--- src/rtl/ex_operand_stage.sv ---
// ID/EX pipeline register with operand forwarding from EX/MEM and MEM/WB,
// plus load-use hazard detection that requests a one-cycle ID stall.
module ex_operand_stage #(
  parameter int DATA_W = 32,
  parameter int REG_AW = 5,
  parameter int CTRL_W = 3
) (
  input  logic              clk_i,
  input  logic              rst_i,
  input  logic              id_valid_i,
  input  logic [DATA_W-1:0] id_rs_data_i,
  input  logic [DATA_W-1:0] id_rt_data_i,
  input  logic [REG_AW-1:0] id_rs_addr_i,
  input  logic [REG_AW-1:0] id_rt_addr_i,
  input  logic [REG_AW-1:0] id_rd_addr_i,
  input  logic [DATA_W-1:0] id_imm_i,
  input  logic              id_alusrc_i,
  input  logic [CTRL_W-1:0] id_aluctrl_i,
  input  logic              id_regwrite_i,
  input  logic              id_memread_i,
  input  logic              id_memwrite_i,
  input  logic              id_memtoreg_i,
  input  logic              hold_i,
  input  logic              flush_i,
  input  logic              exm_regwrite_i,
  input  logic [REG_AW-1:0] exm_rd_i,
  input  logic [DATA_W-1:0] exm_data_i,
  input  logic              mwb_regwrite_i,
  input  logic [REG_AW-1:0] mwb_rd_i,
  input  logic [DATA_W-1:0] mwb_data_i,
  output logic              stall_o,
  output logic [DATA_W-1:0] data0_o,
  output logic [DATA_W-1:0] data1_o,
  output logic [CTRL_W-1:0] aluctrl_o,
  output logic [DATA_W-1:0] store_data_o,
  output logic              ex_valid_o,
  output logic [REG_AW-1:0] ex_rd_o,
  output logic              ex_regwrite_o,
  output logic              ex_memread_o,
  output logic              ex_memwrite_o,
  output logic              ex_memtoreg_o
);

  logic              valid_q, regwrite_q, memread_q, memwrite_q, memtoreg_q, alusrc_q;
  logic [REG_AW-1:0] rd_q, rs_addr_q, rt_addr_q;
  logic [CTRL_W-1:0] aluctrl_q;
  logic [DATA_W-1:0] rs_data_q, rt_data_q, imm_q;
  logic              bubble;
  logic              rs_hit, rt_hit;
  logic [DATA_W-1:0] rs_fwd, rt_fwd;

  // A store reads rt for its data even when operand B is the immediate.
  assign rs_hit  = (id_rs_addr_i == rd_q);
  assign rt_hit  = (id_rt_addr_i == rd_q) && (!id_alusrc_i || id_memwrite_i);
  assign stall_o = valid_q && memread_q && (rd_q != '0) && id_valid_i &&
                   (rs_hit || rt_hit) && !hold_i && !flush_i;
  assign bubble  = flush_i || stall_o;

  always_ff @(posedge clk_i or negedge rst_i) begin
    if (!rst_i) begin
      valid_q    <= 1'b0;
      regwrite_q <= 1'b0;
      memread_q  <= 1'b0;
      memwrite_q <= 1'b0;
      memtoreg_q <= 1'b0;
      alusrc_q   <= 1'b0;
      rd_q       <= '0;
      rs_addr_q  <= '0;
      rt_addr_q  <= '0;
      aluctrl_q  <= '0;
      rs_data_q  <= '0;
      rt_data_q  <= '0;
      imm_q      <= '0;
    end else if (!hold_i) begin
      // Data fields are don't-care in a bubble, so they load unconditionally.
      alusrc_q  <= id_alusrc_i;
      rs_addr_q <= id_rs_addr_i;
      rt_addr_q <= id_rt_addr_i;
      rs_data_q <= id_rs_data_i;
      rt_data_q <= id_rt_data_i;
      imm_q     <= id_imm_i;
      if (bubble) begin
        valid_q    <= 1'b0;
        regwrite_q <= 1'b0;
        memread_q  <= 1'b0;
        memwrite_q <= 1'b0;
        memtoreg_q <= 1'b0;
        rd_q       <= '0;
        aluctrl_q  <= '0;
      end else begin
        valid_q    <= id_valid_i;
        regwrite_q <= id_regwrite_i;
        memread_q  <= id_memread_i;
        memwrite_q <= id_memwrite_i;
        memtoreg_q <= id_memtoreg_i;
        rd_q       <= id_rd_addr_i;
        aluctrl_q  <= id_aluctrl_i;
      end
    end
  end

  function automatic logic [DATA_W-1:0] fwd_sel(
    input logic [REG_AW-1:0] addr,
    input logic [DATA_W-1:0] reg_data,
    input logic              exm_we,
    input logic [REG_AW-1:0] exm_rd,
    input logic [DATA_W-1:0] exm_data,
    input logic              mwb_we,
    input logic [REG_AW-1:0] mwb_rd,
    input logic [DATA_W-1:0] mwb_data
  );
    if (exm_we && (exm_rd != '0) && (exm_rd == addr))
      return exm_data;
    else if (mwb_we && (mwb_rd != '0) && (mwb_rd == addr))
      return mwb_data;
    else
      return reg_data;
  endfunction

  assign rs_fwd = fwd_sel(rs_addr_q, rs_data_q, exm_regwrite_i, exm_rd_i, exm_data_i,
                          mwb_regwrite_i, mwb_rd_i, mwb_data_i);
  assign rt_fwd = fwd_sel(rt_addr_q, rt_data_q, exm_regwrite_i, exm_rd_i, exm_data_i,
                          mwb_regwrite_i, mwb_rd_i, mwb_data_i);

  assign data0_o       = rs_fwd;
  assign data1_o       = alusrc_q ? imm_q : rt_fwd;
  assign store_data_o  = rt_fwd;
  assign aluctrl_o     = aluctrl_q;
  assign ex_valid_o    = valid_q;
  assign ex_rd_o       = rd_q;
  assign ex_regwrite_o = regwrite_q & valid_q;
  assign ex_memread_o  = memread_q  & valid_q;
  assign ex_memwrite_o = memwrite_q & valid_q;
  assign ex_memtoreg_o = memtoreg_q & valid_q;

endmodule
--- config.mk ---
export PLATFORM = sky130hd
export DESIGN_NAME = ex_operand_stage
export DESIGN_NICKNAME = d
export VERILOG_FILES = /design/src/rtl/ex_operand_stage.sv
export SDC_FILE = /design/constraint.sdc
export NUM_CORES = 1
export LEC_CHECK = 0
export CORE_MARGIN = 5
export CORE_UTILIZATION = 46
export DETAILED_ROUTE_END_ITERATION = 7
export PLACE_DENSITY_LB_ADDON = 0.25
export SYNTH_ARGS = -nofsm -noshare
export SYNTH_HDL_FRONTEND = slang
export SYNTH_SLANG_ARGS = --single-unit
export TNS_END_PERCENT = 5
--- constraint.sdc ---
create_clock -name clk_i -period 10.2 [get_ports clk_i]
set_input_delay 3.06 -clock clk_i [delete_from_list [all_inputs] [get_ports clk_i]]
set_output_delay 3.06 -clock clk_i [all_outputs]
set_load 0.03 [all_outputs]
# [Word-level counts from Yosys, hierarchy flattened]
# Cells that the tools add are included.
[op_classes] n_eq_ne=6 muxes=12 bitwise=4 n_reduce_logical=22
[op_table] op="32-bit 2-to-1 mux" n=5
[op_table] op="5-bit == test" n=6
[op_table] op="5-bit nonzero test" n=3
[op_table] op="1-bit logical AND" n=13
[op_table] op="1-bit 2-to-1 mux" n=5
[op_table] op="5-bit 2-to-1 mux" n=1
[op_table] op="1-bit AND" n=4
[op_table] op="1-bit zero test" n=3
[op_table] op="1-bit logical OR" n=3
[op_table] op="3-bit 2-to-1 mux" n=1
[word_totals] reg_bits=120 in_bits=200 out_inout_bits=110

# [Longest topological paths before layout]
[logic_depth] ltp_word=9 ltp_mapped=7

# [Worst setup path after synthesis]
# OpenSTA, ideal clock, no wires.
[synth_timing] kind="input to output" from="in mwb_rd_i[1]" to="out data1_o[10]" arrival_ps=5142 required_ps=7140 slack_ps=1998 path_stages=6 path_buffers=1 path_cell_list="or4_4 > o211ai_4 > clkbuf_2 > o21ai_0 > a31oi_1 > mux2_2"
[synth_between] elab_chain_len=6 word_cells_on_any_way=7 cone_classes="eq/ne (1); mux (3); reduce/logical (3)"
[synth_lines] item="start, declared" line_no="29" text="input logic [REG_AW-1:0] mwb_rd_i,"
[synth_lines] item="5-bit nonzero test" line_no="114" text="else if (mwb_we && (mwb_rd != '0) && (mwb_rd == addr))"
[synth_lines] item="1-bit logical AND" line_no="114"
[synth_lines] item="1-bit logical AND *" line_no="114"
[synth_lines] item="32-bit 2-to-1 mux *" line_no="114"
[synth_lines] item="32-bit 2-to-1 mux *" line_no="112" text="if (exm_we && (exm_rd != '0) && (exm_rd == addr))"
[synth_lines] item="via store_data_o[10]" line_no="35" text="output logic [DATA_W-1:0] store_data_o,"
[synth_lines] item="32-bit 2-to-1 mux *" line_no="126" text="assign data1_o = alusrc_q ? imm_q : rt_fwd;"
[synth_lines] item="end, declared" line_no="33" text="output logic [DATA_W-1:0] data1_o,"
# Mark *: on every way through the listed nets, which the timed path passes. The rest lies on a longest branch.

# [Worst setup path after layout]
[layout_timing] from="in mwb_rd_i[1]" to="out data1_o[26]"
[layout_between] elab_chain_len=6 word_cells_on_any_way=7 cone_classes="eq/ne (1); mux (3); reduce/logical (3)"
[layout_lines] item="5-bit nonzero test" line_no="114"
[layout_lines] item="1-bit logical AND" line_no="114"
[layout_lines] item="1-bit logical AND *" line_no="114"
[layout_lines] item="32-bit 2-to-1 mux *" line_no="114"
[layout_lines] item="32-bit 2-to-1 mux *" line_no="112"
[layout_lines] item="32-bit 2-to-1 mux *" line_no="126"
# Mark *: on every way between the ends. The rest lies on a longest branch, timed or not.

==> impl_table.tex <==
\begin{tabular}{lr}
\hline
Metric & Value \\
\hline
\multicolumn{2}{l}{\textbf{Placed design}} \\
Placed cell count & 1093 \\
Worst slack at placement & 0.9276 ns \\
RePlAce Congestion & 0.8968 \\
Total half-perimeter wirelength after legalization and detailed placement & 17500 um \\
Port Buf Inserts & 309 \\
\multicolumn{2}{l}{\textbf{Run}} \\
Max capacitance violation total & 0 \\
\multicolumn{2}{l}{\textbf{Min path}} \\
Worst Min Path Start & regwrite\_q \\
Class of the worst hold path & register to register \\
\multicolumn{2}{l}{\textbf{Route}} \\
Avg Vias per Cell & 5.644 \\
Final WL & 24410 um \\
Routed length per instance & 21.70 um \\
DRC viols & 0 \\
Violation count after the first detailed-route iteration & 410 \\
Count of vias placed by the detailed router & 6349 \\
First drt pass iteration count & 6 \\
Post-route ant nets & 0 \\
\multicolumn{2}{l}{\textbf{Floorplan}} \\
Total I/O pin count & 310 \\
Overall die width & 132.0 um \\
Total Die Area & 17420 um2 \\
Std cell rows & 44 \\
Starting density of the core & 46.91\% \\
Overall die height & 132.0 um \\
Placeable Area & 14590 um2 \\
\multicolumn{2}{l}{\textbf{Timing}} \\
Setup repair after global routing missed its margin & no \\
Final setup violation count & 0 \\
Hold Fails Final Rpt & 0 \\
Period minus WS final & 9.345 ns \\
Max-slew violation count & 0 \\
Slew @ Worst Pin & 1.078 ns \\
Peak Freq & 107.0 MHz \\
Setup Total Neg Slack & 0 ns \\
Worst slack on hold paths & 0.5005 ns \\
Final period util & 91.62\% \\
Smallest setup slack after layout & 0.8551 ns \\
Worst clock skew on the final layout & 0.0006502 ns \\
Relative slew slack & 28.04\% \\
\multicolumn{2}{l}{\textbf{Worst setup path}} \\
Biggest fanout along the worst timing path & 64 \\
Data required time at the worst endpoint & 7.14 ns \\
Ordered list of cells on the worst path & clkdlybuf4s50\_1, or4\_4, o211ai\_4, buf\_4, o21ai\_0, a31oi\_1, mux2\_2, clkdlybuf4s50\_1 \\
Type of element launching the critical path & input port \\
Capturing element type of the critical path & output pin \\
CP max stage delay & 0.67 ns \\
Startpoint of the most critical setup path & mwb\_rd\_i[1] \\
Total buffers and inverters traversed by the critical path & 3 \\
Top cell family by delay on the critical path & buffers and inverters \\
Reg-to-Reg Start & ex\_rd\_o[0] \\
Most frequent cell on the critical path & clkdlybuf4s50\_1 \\
Data arrival, critical path & 6.28 ns \\
Cell at the slowest stage of the critical path & clkdlybuf4s50\_1 \\
Critical path start-end classification & input port to output pin \\
\multicolumn{2}{l}{\textbf{Synthesis}} \\
Seq/Total Area, Yosys & 43.88\% \\
Post-Synth Simple-Gate Area & 9.141\% \\
Adder-cell share of the synthesized area & 0\% \\
YS warnings & 0 \\
Number of synthesized register bits & 120 \\
Post-synthesis compound-gate area fraction & 10.42\% \\
Combinational family with the most area after synthesis & multiplexers \\
Average instance area after synthesis & 10.68 um2 \\
Number of unique standard cell types used by synthesis & 34 \\
Post-synthesis mux area share & 27.39\% \\
XOR/XNOR Fraction of Synth Area & 3.839\% \\
Number of nets in the synthesized netlist & 841 \\
Area of the mapped netlist & 6844 um2 \\
Cells after synthesis & 641 \\
\multicolumn{2}{l}{\textbf{Pwr}} \\
Power density over the cells & 164.6 nW/um2 \\
Highest ir drop seen on vdd & 118.9 uV \\
Reported leakage power & 4.184 nW \\
\multicolumn{2}{l}{\textbf{Global route}} \\
Largest net degree at the start of global routing & 71 \\
Number of global-route vias before repair & 6954 \\
GR Util All Layers & 27.36\% \\
Initial antenna violation count & 0 \\
Total congestion overflow & 0 \\
Wire length of the first global-routing pass & 37870 um \\
\multicolumn{2}{l}{\textbf{Finish}} \\
Commonest cells after routing, fill and taps aside & clkdlybuf4s50\_1, mux2\_2, dfrtp\_1, o21ai\_0, nor2\_1 \\
ANT cells & 0 \\
Ratio of cells with drive above 1 in the final layout & 19.77\% \\
Area growth syn-to-layout & 56.29\% \\
Most frequent standard cell in the layout excluding fill and tap cells & clkdlybuf4s50\_1 \\
Non-filler instance count after layout & 1125 \\
Utilization after layout & 73.32\% \\
Number of nets in the finished design & 1128 \\
\multicolumn{2}{l}{\textbf{Clock network}} \\
Clock tree root buffer cell & clkbuf\_16 \\
Clock sink count & 120 \\
Clock latency reported for the late side of the worst-skew pair & 0.42 ns \\
CTS max path bufs & 2 \\
CTS-repair resized insts & 0 \\
Clock transition at the registers of the reported paths & 0.05 ns \\
Hold-fix buffer count after cts & 0 \\
Count of buffers added by post-CTS timing repair for setup & 0 \\
H-tree lvl count & 4 \\
CTS tree & built \\
Clock buffer count from CTS & 17 \\
\multicolumn{2}{l}{\textbf{Run status}} \\
Result of the run & complete, no violations \\
\hline
\end{tabular}
[cell families after synthesis]
| family | after synthesis |
|---|---|
| AOI/OAI and AO/OA | 116 |
| xor gates and xnor gates | 30 |
| buffers and inverters | 86 |
| DFF | 120 |
| muxes | 170 |
| and+or+nand+nor | 119 |
[per-layer routing]
layer	vias up	track usage, %	part of all wire, %
met4	0	13.94	4.5
met2	310	46.24	50
li1	2893	-	-
met5	-	0	0
met1	3071	31.50	37
met3	75	7.939	7.9
[registers in the layout (all words and copies together), names as in the netlist]
| name | cells |
|---|---|
| aluctrl_o | 3 |
| alusrc_q | 1 |
| ex_rd_o | 5 |
| ex_valid_o | 1 |
| imm_q | 32 |
| memread_q | 1 |
| memtoreg_q | 1 |
| memwrite_q | 1 |
| regwrite_q | 1 |
| rs_addr_q | 5 |
| rs_data_q | 32 |
| rt_addr_q | 5 |
| rt_data_q | 32 |
[final timing paths]
path,end,slack (ns),depth (start not counted)
setup / recovery,data1_o[26],0.86,8
hold / removal,regwrite_q,0.50,1
setup reg to reg,ex_rd_o[3],7.94,3
hold reg to reg,regwrite_q,0.50,1
max in group asynchronous,alusrc_q,6.09,2
min in group asynchronous,imm_q[16],2.69,1
[cell type report]
class / count / area (um2)
timing repair buffer: 320 / 3183
fill: 1020 / 3892
clock inverter: 8 / 165.2
inverter: 34 / 127.6
sequential: 120 / 3004
tap: 184 / 230.2
clock buffer: 24 / 491.7
multi-input combinational: 435 / 3495
[power breakdown]
| group | switching (mW) | total (mW) | internal, mW |
|---|---|---|---|
| logic | 0.270 | 0.530 | 0.260 |
| registers | 0.0357 | 0.559 | 0.523 |
| clock network | 0.214 | 0.672 | 0.458 |
[through the flow]
step | area (um2) | power, mW
2_1_floorplan | 6844 | 0.8376
3_3_place_gp | 10040 | 1.082
3_5_place_dp | 10040 | 1.095
4_1_cts | 10700 | 1.770
5_1_grt | 10700 | 1.824
6_report | 10700 | 1.761
[synthesized netlist by cell type, drive strengths merged]
master | instances | area [um2]
clkbuf | 34 | 131.4
xnor2 | 26 | 227.7
o21ai | 35 | 175.2
xor2 | 4 | 35.03
nor3 | 32 | 160.2
o2111ai | 1 | 8.760
o22ai | 1 | 6.260
nor4 | 1 | 12.51
nor3b | 1 | 7.510
a31oi | 32 | 200.2
buf | 18 | 106.4
dfrtp | 120 | 3003
a32o | 12 | 120.1
nor2 | 35 | 131.4
a21oi | 32 | 160.2
mux2 | 138 | 1554
or3 | 32 | 200.2
a22o | 1 | 8.760
or2 | 1 | 6.260
nand2 | 2 | 7.510
nor2b | 1 | 6.260
mux2i | 32 | 320.3
and2 | 4 | 25.02
or4 | 4 | 33.78
o211ai | 2 | 33.78
nand4 | 4 | 25.02
inv | 34 | 127.6
nand3 | 2 | 10.01
No activity file was read; power rests on OpenSTA's default activity.
